===== config.mk =====
export PLATFORM = sky130hd
export DESIGN_NAME = pipe_addsub
export DESIGN_NICKNAME = d
export VERILOG_FILES = /design/src/rtl/pipe_addsub.sv
export SDC_FILE = /design/constraint.sdc
export NUM_CORES = 1
export LEC_CHECK = 0
export CAP_MARGIN = 25
export CORE_UTILIZATION = 45
export DETAILED_ROUTE_END_ITERATION = 7
export PLACE_DENSITY = 0.71
export SYNTH_ARGS = -nofsm -noshare
export SYNTH_HDL_FRONTEND = slang
export SYNTH_SLANG_ARGS = --single-unit

===== constraint.sdc =====
create_clock -name clk -period 3.5 [get_ports clk]
set_input_delay 0.875 -clock clk [delete_from_list [all_inputs] [get_ports clk]]
set_output_delay 0.875 -clock clk [all_outputs]
set_load 0.05 [all_outputs]

===== src/rtl/pipe_addsub.sv =====
// Pipelined add/subtract: a WIDTH-bit operation is resolved STAGE_W bits per stage,
// with the inter-chunk carry registered between stages and a valid/ready handshake with global stall.
module pipe_addsub #(
    parameter int WIDTH   = 16,
    parameter int STAGE_W = 4
) (
    input  logic             clk,
    input  logic             rst_n,
    input  logic             in_valid,
    output logic             in_ready,
    input  logic [WIDTH-1:0] in_a,
    input  logic [WIDTH-1:0] in_b,
    input  logic             in_c,
    input  logic             in_sub,
    output logic             out_valid,
    input  logic             out_ready,
    output logic [WIDTH-1:0] out_sum,
    output logic             out_c,
    output logic             out_ovf
);

    localparam int STAGES = WIDTH / STAGE_W;
    localparam int LAST   = STAGES - 1;

    if (WIDTH % STAGE_W != 0) begin : g_bad_cfg
        $error("pipe_addsub: WIDTH must be a multiple of STAGE_W");
    end

    logic              en;
    logic [STAGES-1:0] vld_q, vld_d;
    logic [STAGES-1:0] cy_q, cy_d;
    logic [WIDTH-1:0]  a_q [STAGES];
    logic [WIDTH-1:0]  a_d [STAGES];
    logic [WIDTH-1:0]  b_q [STAGES];
    logic [WIDTH-1:0]  b_d [STAGES];
    logic [WIDTH-1:0]  s_q [STAGES];
    logic [WIDTH-1:0]  s_d [STAGES];
    logic              ovf_q, ovf_d;

    logic [STAGES-1:0] src_v, src_c;
    logic [WIDTH-1:0]  src_a [STAGES];
    logic [WIDTH-1:0]  src_b [STAGES];
    logic [WIDTH-1:0]  src_s [STAGES];
    logic [STAGE_W:0]  chunk [STAGES];
    logic              msb_cin;

    assign en       = !vld_q[LAST] || out_ready;
    assign in_ready = en;

    // Stage 0 takes the operands directly; subtraction is A + ~B + ~borrow.
    always_comb begin
        src_v[0] = in_valid;
        src_a[0] = in_a;
        src_b[0] = in_sub ? ~in_b : in_b;
        src_c[0] = in_sub ? ~in_c : in_c;
        src_s[0] = '0;
        for (int k = 1; k < STAGES; k++) begin
            src_v[k] = vld_q[k-1];
            src_a[k] = a_q[k-1];
            src_b[k] = b_q[k-1];
            src_c[k] = cy_q[k-1];
            src_s[k] = s_q[k-1];
        end
    end

    always_comb begin
        vld_d = vld_q;
        cy_d  = cy_q;
        ovf_d = ovf_q;
        for (int k = 0; k < STAGES; k++) begin
            a_d[k]   = a_q[k];
            b_d[k]   = b_q[k];
            s_d[k]   = s_q[k];
            chunk[k] = {1'b0, src_a[k][k*STAGE_W +: STAGE_W]}
                     + {1'b0, src_b[k][k*STAGE_W +: STAGE_W]}
                     + {{STAGE_W{1'b0}}, src_c[k]};
        end
        // Carry into the MSB recovered from its sum bit: sum = a ^ b ^ cin.
        msb_cin = src_a[LAST][WIDTH-1] ^ src_b[LAST][WIDTH-1] ^ chunk[LAST][STAGE_W-1];
        if (en) begin
            vld_d = src_v;
            for (int k = 0; k < STAGES; k++) begin
                // The output stage only changes when a real op arrives, so bubbles leave out_* untouched.
                if (k != LAST || src_v[k]) begin
                    a_d[k] = src_a[k];
                    b_d[k] = src_b[k];
                    s_d[k] = src_s[k];
                    s_d[k][k*STAGE_W +: STAGE_W] = chunk[k][STAGE_W-1:0];
                    cy_d[k] = chunk[k][STAGE_W];
                end
            end
            if (src_v[LAST]) begin
                ovf_d = msb_cin ^ chunk[LAST][STAGE_W];
            end
        end
    end

    always_ff @(posedge clk) begin
        if (!rst_n) begin
            vld_q <= '0;
            cy_q  <= '0;
            ovf_q <= 1'b0;
            for (int k = 0; k < STAGES; k++) begin
                a_q[k] <= '0;
                b_q[k] <= '0;
                s_q[k] <= '0;
            end
        end else begin
            vld_q <= vld_d;
            cy_q  <= cy_d;
            ovf_q <= ovf_d;
            for (int k = 0; k < STAGES; k++) begin
                a_q[k] <= a_d[k];
                b_q[k] <= b_d[k];
                s_q[k] <= s_d[k];
            end
        end
    end

    assign out_valid = vld_q[LAST];
    assign out_sum   = s_q[LAST];
    assign out_c     = cy_q[LAST];
    assign out_ovf   = ovf_q;

endmodule


# Word-level counts from Yosys, hierarchy flattened
# Memories as Yosys holds them, arrays and structs flattened.
# Cells that the tools add are included.
# W data, S select, Z words.
op_classes:
  bitwise: 17
  n_eq_ne: 2
  n_addsub: 8
  n_reduce_logical: 4
  muxes: 22
ops:
  columns: ["op", "n"]
  rows:
  - ["$mux W16", 16]
  - ["$mux W64", 3]
  - ["$add A4 B4 Y5", 4]
  - ["$add A5 B1 Y5", 4]
  - ["$not A16 Y16", 1]
  - ["$or A1 B1 Y1", 12]
  - ["$mux W1", 3]
  - ["$reduce_and A3 Y1", 1]
  - ["$xor A1 B1 Y1", 3]
  - ["$ne A2 B2 Y1 const B", 1]
  - ["$reduce_and A2 Y1", 1]
  - ["$logic_not A1 Y1", 1]
  - ["$logic_or A1 B1 Y1", 1]
  - ["$ne A1 B1 Y1 const B", 1]
  - ["$not A1 Y1", 1]
totals:
  in_bits: 38
  mem_count: 3
  ff_bits: 9
  mem_bits_rw: 192
  wordCells: 60
mem_list:
  columns: ["name", "depth", "width", "rd", "rd_clocked_by_memory_dff", "write_ports", "line", "source"]
  rows:
  - ["a_q", 4, 16, 3, 0, 4, "32", "logic [WIDTH-1:0] a_q [STAGES];"]
  - ["b_q", 4, 16, 3, 0, 4, "34", "logic [WIDTH-1:0] b_q [STAGES];"]
  - ["s_q", 4, 16, 4, 0, 4, "36", "logic [WIDTH-1:0] s_q [STAGES];"]

# Logic depth before layout (Yosys ltp)
# Gate-level depths: netlist of the first run.
logic_depth:
  ltp_word: 6
  ltp_mapped: 8
  ltp_nobuf: 6

# Worst setup path after synthesis of the first run
# Ideal clock, no wire load.
synth_path:
  kind: "input-to-reg"
  from: "input port in_sub"
  to: "register cy_q[0]"
  path_buffers: 2
  t_arrival_ps: 2563
  path_slack_ps: 814
  required_ps: 3377
  setup_ps: 123
  cell_stages: 8
  cell_sequence: "buf_4 buf_4 xor2_1 fa_1 fa_1 a21o_1 a21oi_1 a21oi_1"
synth_via:
  elab_chain_len: 3
  elab_cells_between_ends: 4
  classes_between: "add/sub (2); mux (2)"
synth_lines:
  columns: ["element", "line", "source"]
  rows:
  - ["from (decl)", "14", "input logic in_sub,"]
  - ["$mux W16", "54", "src_b[0] = in_sub ? ~in_b : in_b;"]
  - ["$add A4 B4 Y5", "75", "+ {1'b0, src_b[k][k*STAGE_W +: STAGE_W]}"]
  - ["$add A5 B1 Y5 *", "76", "+ {{STAGE_W{1'b0}}, src_c[k]};"]
  - ["to (signal assigned)", "110", "cy_q <= cy_d;"]
  - ["to (decl)", "31", "logic [STAGES-1:0] cy_q, cy_d;"]
# Mark *: on every way between the ends. The rest lies on a longest branch, timed or not.
# A chain may end at the register's enable or synchronous reset.

# Worst setup path after layout of the first run
# Ends and elaborated chain as after synthesis.

==> results of run 1 <==
-- layer usage --
layer	track usage (%)	up-vias	part of all wire (%)
met1	21.78	1398	51
met2	25.85	43	44
met3	2.600	12	2.8
met4	7.466	0	1.7
met5	0	-	0
li1	-	1623	-
-- state kept, by name, summed over array words and instances (netlist names) --
register	count
s_q	40
out_ovf	1
cy_q	4
b_q	24
a_q	24
vld_q	4
-- critical path, delay by kind of cell --
family | cells | cell delay [ps]
xor gates and xnor gates | 1 | 270
AOI/OAI and AO/OA | 3 | 390
adders and majority gates | 2 | 860
buffers and inverters | 1 | 600
-- power breakdown --
group,internal (mW),total (mW),switching [mW]
registers,1.17,1.21,0.0399
clock network,0.348,0.723,0.375
logic,0.141,0.262,0.122
total,1.66,2.20,0.537
-- kinds of logic (layout without fill, tap and decap cells) --
kind of cell             count (synthesis)  after routing  share of synthesized area [%]
buffers and inverters                   38             81                          5.881
adder cells (fa/ha/maj)                 20             20                          7.256
AND/OR/NAND/NOR                        175            175                          16.30
flip-flops                              97             97                          45.41
XOR/XNOR                                23             23                          4.710
AO/OA/AOI/OAI                          116            116                          20.45
-- area by class of cell --
class                      count  area (um2)
clock inverter                 5       55.05
tap                          129       161.4
inverter                       4       17.52
sequential                    97        1942
multi-input combinational    334        2083
fill                         865        4234
timing repair buffer          61       605.6
clock buffer                  11       141.4
-- path summary, 6_finish.rpt --
path                          from               endpoint  slack, ps
max reg2reg   cy_q[2]$_SDFFE_PN0N_   out_ovf$_SDFFE_PN0P_       1530
max                         in_sub   cy_q[0]$_SDFFE_PN0N_        740
min reg2reg  vld_q[0]$_SDFFE_PN0N_  vld_q[0]$_SDFFE_PN0N_        450
min          vld_q[0]$_SDFFE_PN0N_  vld_q[0]$_SDFFE_PN0N_        450
-- metrics by stage --
step / std cells / total power [mW] / utilization [%]
after CTS: 641 / 2.218 / 54.18
after detailed placement: 625 / 1.498 / 52.05
after floorplan: 469 / 1.413 / -
final: 641 / 2.196 / 54.18
after global placement: 625 / 1.490 / 52.05
after global routing: 641 / 2.299 / 54.18
-- cells in the mapped netlist --
cell	n
a21boi_0	20
a21boi_1	51
a21o_1	7
a21oi_1	11
and2_4	1
buf_1	1
buf_2	7
buf_4	6
buf_6	10
clkbuf_1	10
dfxtp_1	97
fa_1	8
ha_1	12
inv_1	3
inv_4	1
nand2_1	163
nand2_2	1
nand3_1	1
nand3b_1	3
nand4_1	3
nor2_1	1
nor2b_1	1
nor2b_4	1
o211a_1	17
o21a_1	1
o21ai_0	2
o21ai_1	4
o221ai_1	3
xnor2_1	17
xor2_1	6
==> metrics, run 1 <==
status=finished, final reports clean; post-place setup slack=373.3 ps; Worst slew margin=42.93%; input/output buffers=57; final setup vio count=0; Worst Hold Slack=about 450 ps; PnR worst setup slack=742.5 ps; worst-path cell chain=clkdlybuf4s50_1 -> xor2_1 -> fa_1 -> fa_1 -> a21o_1 -> a21oi_1 -> a21oi_1; Crit. End Element=flop; Arrival @ worst endpoint=2990 ps; gr usage total=16.26%; Hold Vio Cnt, Final=0; Worst-path clk slew=90 ps; CTS tree=yes; max-cap viol count=0; final RePlAce weighted congestion=0.7026; Overflow after GRT=0; Register-to-Register Path Depth=6; vias in the first global route=2871; WHS Path Cells=2; Vias=3076; sequential share of the synthesized area=45.41%; post-CTS sizing=0; CTS Buffer Depth=2; fin. max-slew vios=0; slew at the pin with the worst max-slew slack=856.1 ps; die area=9897 um2; most frequent cells in the layout=nand2_1 (163), dfxtp_1 (97), clkdlybuf4s50_1 (55); area grow syn2layout=17.06%; largest net degree at the start of global routing=105; Yosys reg bits=97; Wirelength per Cell=11.63 um; post-DP HPWL=4836 um; Netlist cell types=30; syn nets=527; H-Tree Depth=3; share of layout cells above drive strength 1=4.883%; core area=9240 um2; Fin Setup TNS=0 ps; Cell Rows=35; CTS sink count=97; die width=99.49 um; Tmin final=2757 ps; first-pass GRT wire length=12960 um; skew final=7.317 ps; antenna violations before repair=0; Leak=2.077 nW; DR iter-0 viols=121; power density over the cells=438.6 nW/um2; n_diodes=0; synthesized area per cell=9.119 um2; CTS root buffer=clkbuf_8; Post-route DRC=0; Mapped Cells=469; Finished Cell Area=5006 um2; Initial Utilization=between 40% and 50%; Hold WC Path Type=flop to flop; Slowest-stage cell, CP=clkdlybuf4s50_1; Final period util=78.79%; I/O Pins=58; crit path kind=input port to flop; postcts setup bufs=0; CTS Hold Bufs=0; FMAX=0.3626 GHz; Max IR drop VDD=201.3 uV; Synth top area share=45.41%; via/cell ratio=4.799; clk_lat worst skew=approximately 360 ps; Critical Path RT=3730 ps; cell area after placement=approximately 4800 um2; chip height=between 90 and 100 um; nets@finish=approximately 570; CTS Buf Count=9; CP max stage delay=600 ps; most common cell after layout, fill and taps aside=nand2_1; RSZ-0062 raised after global routing=false; most area-hungry cell type in the Yosys netlist=dfxtp_1; Syn. warnings=0; Max FO, Critical Path=6; Critical Path Source Type=input port; TritonRoute pass-1 iters=4; most area-consuming cells after synthesis=dfxtp_1 (45%), nand2_1 (14%), a21boi_1 (9.0%); Detail Route Antenna Nets=0; routed wire length=between 7000 and 8000 um; Syn Std Cell Area=4277 um2
No activity file was read; power rests on OpenSTA's default activity.
==> run 2, diff against run 1 <==
Settings changed: PLACE_DENSITY 0.71 to 0.74.
Clock period 3.5 ns to 2.35 ns, I/O delays scaled along.
==> metrics, run 2 (synthesized netlist as in run 1, its figures left out) <==
Post-route DRC=0 (unchanged); Worst Hold Slack=455.1 ps (+3.872 ps); Worst slew margin=60.69% (+18 points); dpl cells=628 (+0.48%); I/O Pins=58 (unchanged); worst-path cell chain=clkdlybuf4s50_1 -> xor2_1 -> fa_2 -> fa_2 -> a21o_1 -> a21oi_1 -> a21oi_1; most frequent cells in the layout=nand2_1 (163), dfxtp_1 (97), clkdlybuf4s50_1 (55); Finished Layout Cells=644 (+0.47%); Wirelength per Cell=11.83 um (+1.7%); Overflow after GRT=0 (unchanged); Max IR drop VDD=367.0 uV (+82%); Slowest-stage cell, CP=clkdlybuf4s50_1; CTS Hold Bufs=0 (unchanged); share of total power in sequential cells=54.8% (-0.3 points); PnR worst setup slack=128.6 ps (-613.9 ps); gr usage total=16.47% (+0.21 points); Critical Path RT=2570 ps (-1160 ps); Reg with most FFs=s_q; power density over the cells=653.4 nW/um2 (+49%); CTS Buffer Depth=2 (unchanged); routed wire length=7620 um (+2.2%); postcts setup bufs=0 (unchanged); DR iter-0 viols=120 (-0.83%); Leak=2.089 nW (+0.58%); Internal=2.484 mW (+50%); share of layout cells above drive strength 1=5.631% (+0.75 points); met1 Track Usage GR=22.15% (+0.37 points); cell area after placement=4837 um2 (+0.57%); fin. max-slew vios=0 (unchanged); Arrival @ worst endpoint=2450 ps (-540 ps); vias in the first global route=2862 (-0.31%); Cell Rows=35 (unchanged); RSZ-0062 raised after global routing=false; Max FO, Critical Path=3 (-3); CP max stage delay=500 ps (-100 ps); CTS Buf Count=9 (unchanged); Top Family by Delay on Critical Path=adder cells; die width=99.49 um (unchanged); Worst Path Buf+Inv=1 (unchanged); M2 GR Usage=25.27% (-0.59 points); H-Tree Depth=3 (unchanged); Switching Share=24.48% (+0.043 points); Logic pwr share=12.2% (+0.3 points); max reg flops=40 (unchanged); final setup vio count=0 (unchanged); clock share of power=33.0% (about the same); final RePlAce weighted congestion=0.7607 (+8.3%); R2R Setup Slk=320 ps (-1210 ps); largest net degree at the start of global routing=105 (unchanged); largest registers=s_q (40), a_q (24), b_q (24); antenna violations before repair=0 (unchanged); first-pass GRT wire length=12990 um (+0.26%); Hold Vio Cnt, Final=0 (unchanged); nets@finish=568 (+0.53%); die area=9897 um2 (unchanged); Hold WC Path Type=flop to flop; slew at the pin with the worst max-slew slack=589.6 ps (-266.4 ps); most common cell after layout, fill and taps aside=nand2_1; chip height=99.49 um (unchanged); CTS tree=yes; skew final=11.15 ps (+3.829 ps); area grow syn2layout=17.70%; Tmin final=2221 ps; Detail Route Antenna Nets=0 (unchanged); TritonRoute pass-1 iters=5 (+1); Finished Cell Area=5034 um2 (+0.55%); max-cap viol count=0 (unchanged); post-place setup slack=-251.3 ps (-624.6 ps); Sw Pwr=0.8052 mW (+50%); Critical Path Source Type=input port; status=finished, final reports clean; CTS sink count=97 (unchanged); post-CTS sizing=0 (unchanged); Crit. End Element=flop; Worst-path clk slew=90 ps (about the same); M3 GR Usage=2.811% (+0.21 points); via/cell ratio=4.806 (+0.15%); post-DP HPWL=5141 um (+6.3%); Vias=3095 (+0.62%); Fin Setup TNS=0 ps (unchanged); n_diodes=0 (unchanged); Final period util=94.53%; FMAX=0.4502 GHz; Initial Utilization=46.28% (unchanged); GR peak layer=met2; input/output buffers=57 (unchanged); clk_lat worst skew=360 ps (about the same); CTS root buffer=clkbuf_8; core area=9240 um2 (unchanged); crit path kind=input port to flop
-- run 2: routing by layer --
metal  vias to the layer above  part of all wire (%)
met2                        58                    44
li1                       1624                     -
met5                         -                     0
met4                         0                   2.5
met3                        15                   3.4
met1                      1398                    50
-- run 2: worst paths after layout --
| kind | start | endpoint | depth (start not counted) |
|---|---|---|---|
| max reg2reg | cy_q[2]$_SDFFE_PN0N_ | out_ovf$_SDFFE_PN0P_ | 6 |
| min reg2reg | a_q[0][14]$_SDFFE_PN0N_ | a_q[0][14]$_SDFFE_PN0N_ | 2 |
| min | a_q[0][14]$_SDFFE_PN0N_ | a_q[0][14]$_SDFFE_PN0N_ | 2 |
| max | in_sub | cy_q[0]$_SDFFE_PN0N_ | 7 |
-- run 2: power groups by stage --
stage               Sequential, mW  Clock (mW)  Combinational [mW]
CTS                           1.80        1.11               0.408
finish                        1.80        1.09               0.402
detailed placement            1.84           0               0.403
floorplan                     1.84           0               0.267
global route                  1.81        1.18               0.452
global placement              1.84           0               0.389
-- run 2: final cells by class --
cell class / instances / area (um2)
tap: 129 / 161.4
timing repair buffer: 64 / 628.1
sequential: 97 / 1942
inverter: 4 / 17.52
fill: 882 / 4207
multi-input combinational: 334 / 2088
clock buffer: 12 / 145.1
clock inverter: 4 / 51.30
-- run 2: worst register-to-register path, stage by stage (launching register included) --
cell and delay [ps]:
dfxtp_1 340, fa_1 480, fa_1 420, a21o_1 210
a21oi_1 230, xnor2_1 150, a21oi_1 90
-- run 2: per-stage QoR --
stage               util (%)  power [mW]
floorplan                  -       2.105
global placement       52.35       2.226
detailed placement     52.35       2.244
CTS                    54.48       3.321
global route           54.48       3.448
finish                 54.48       3.289
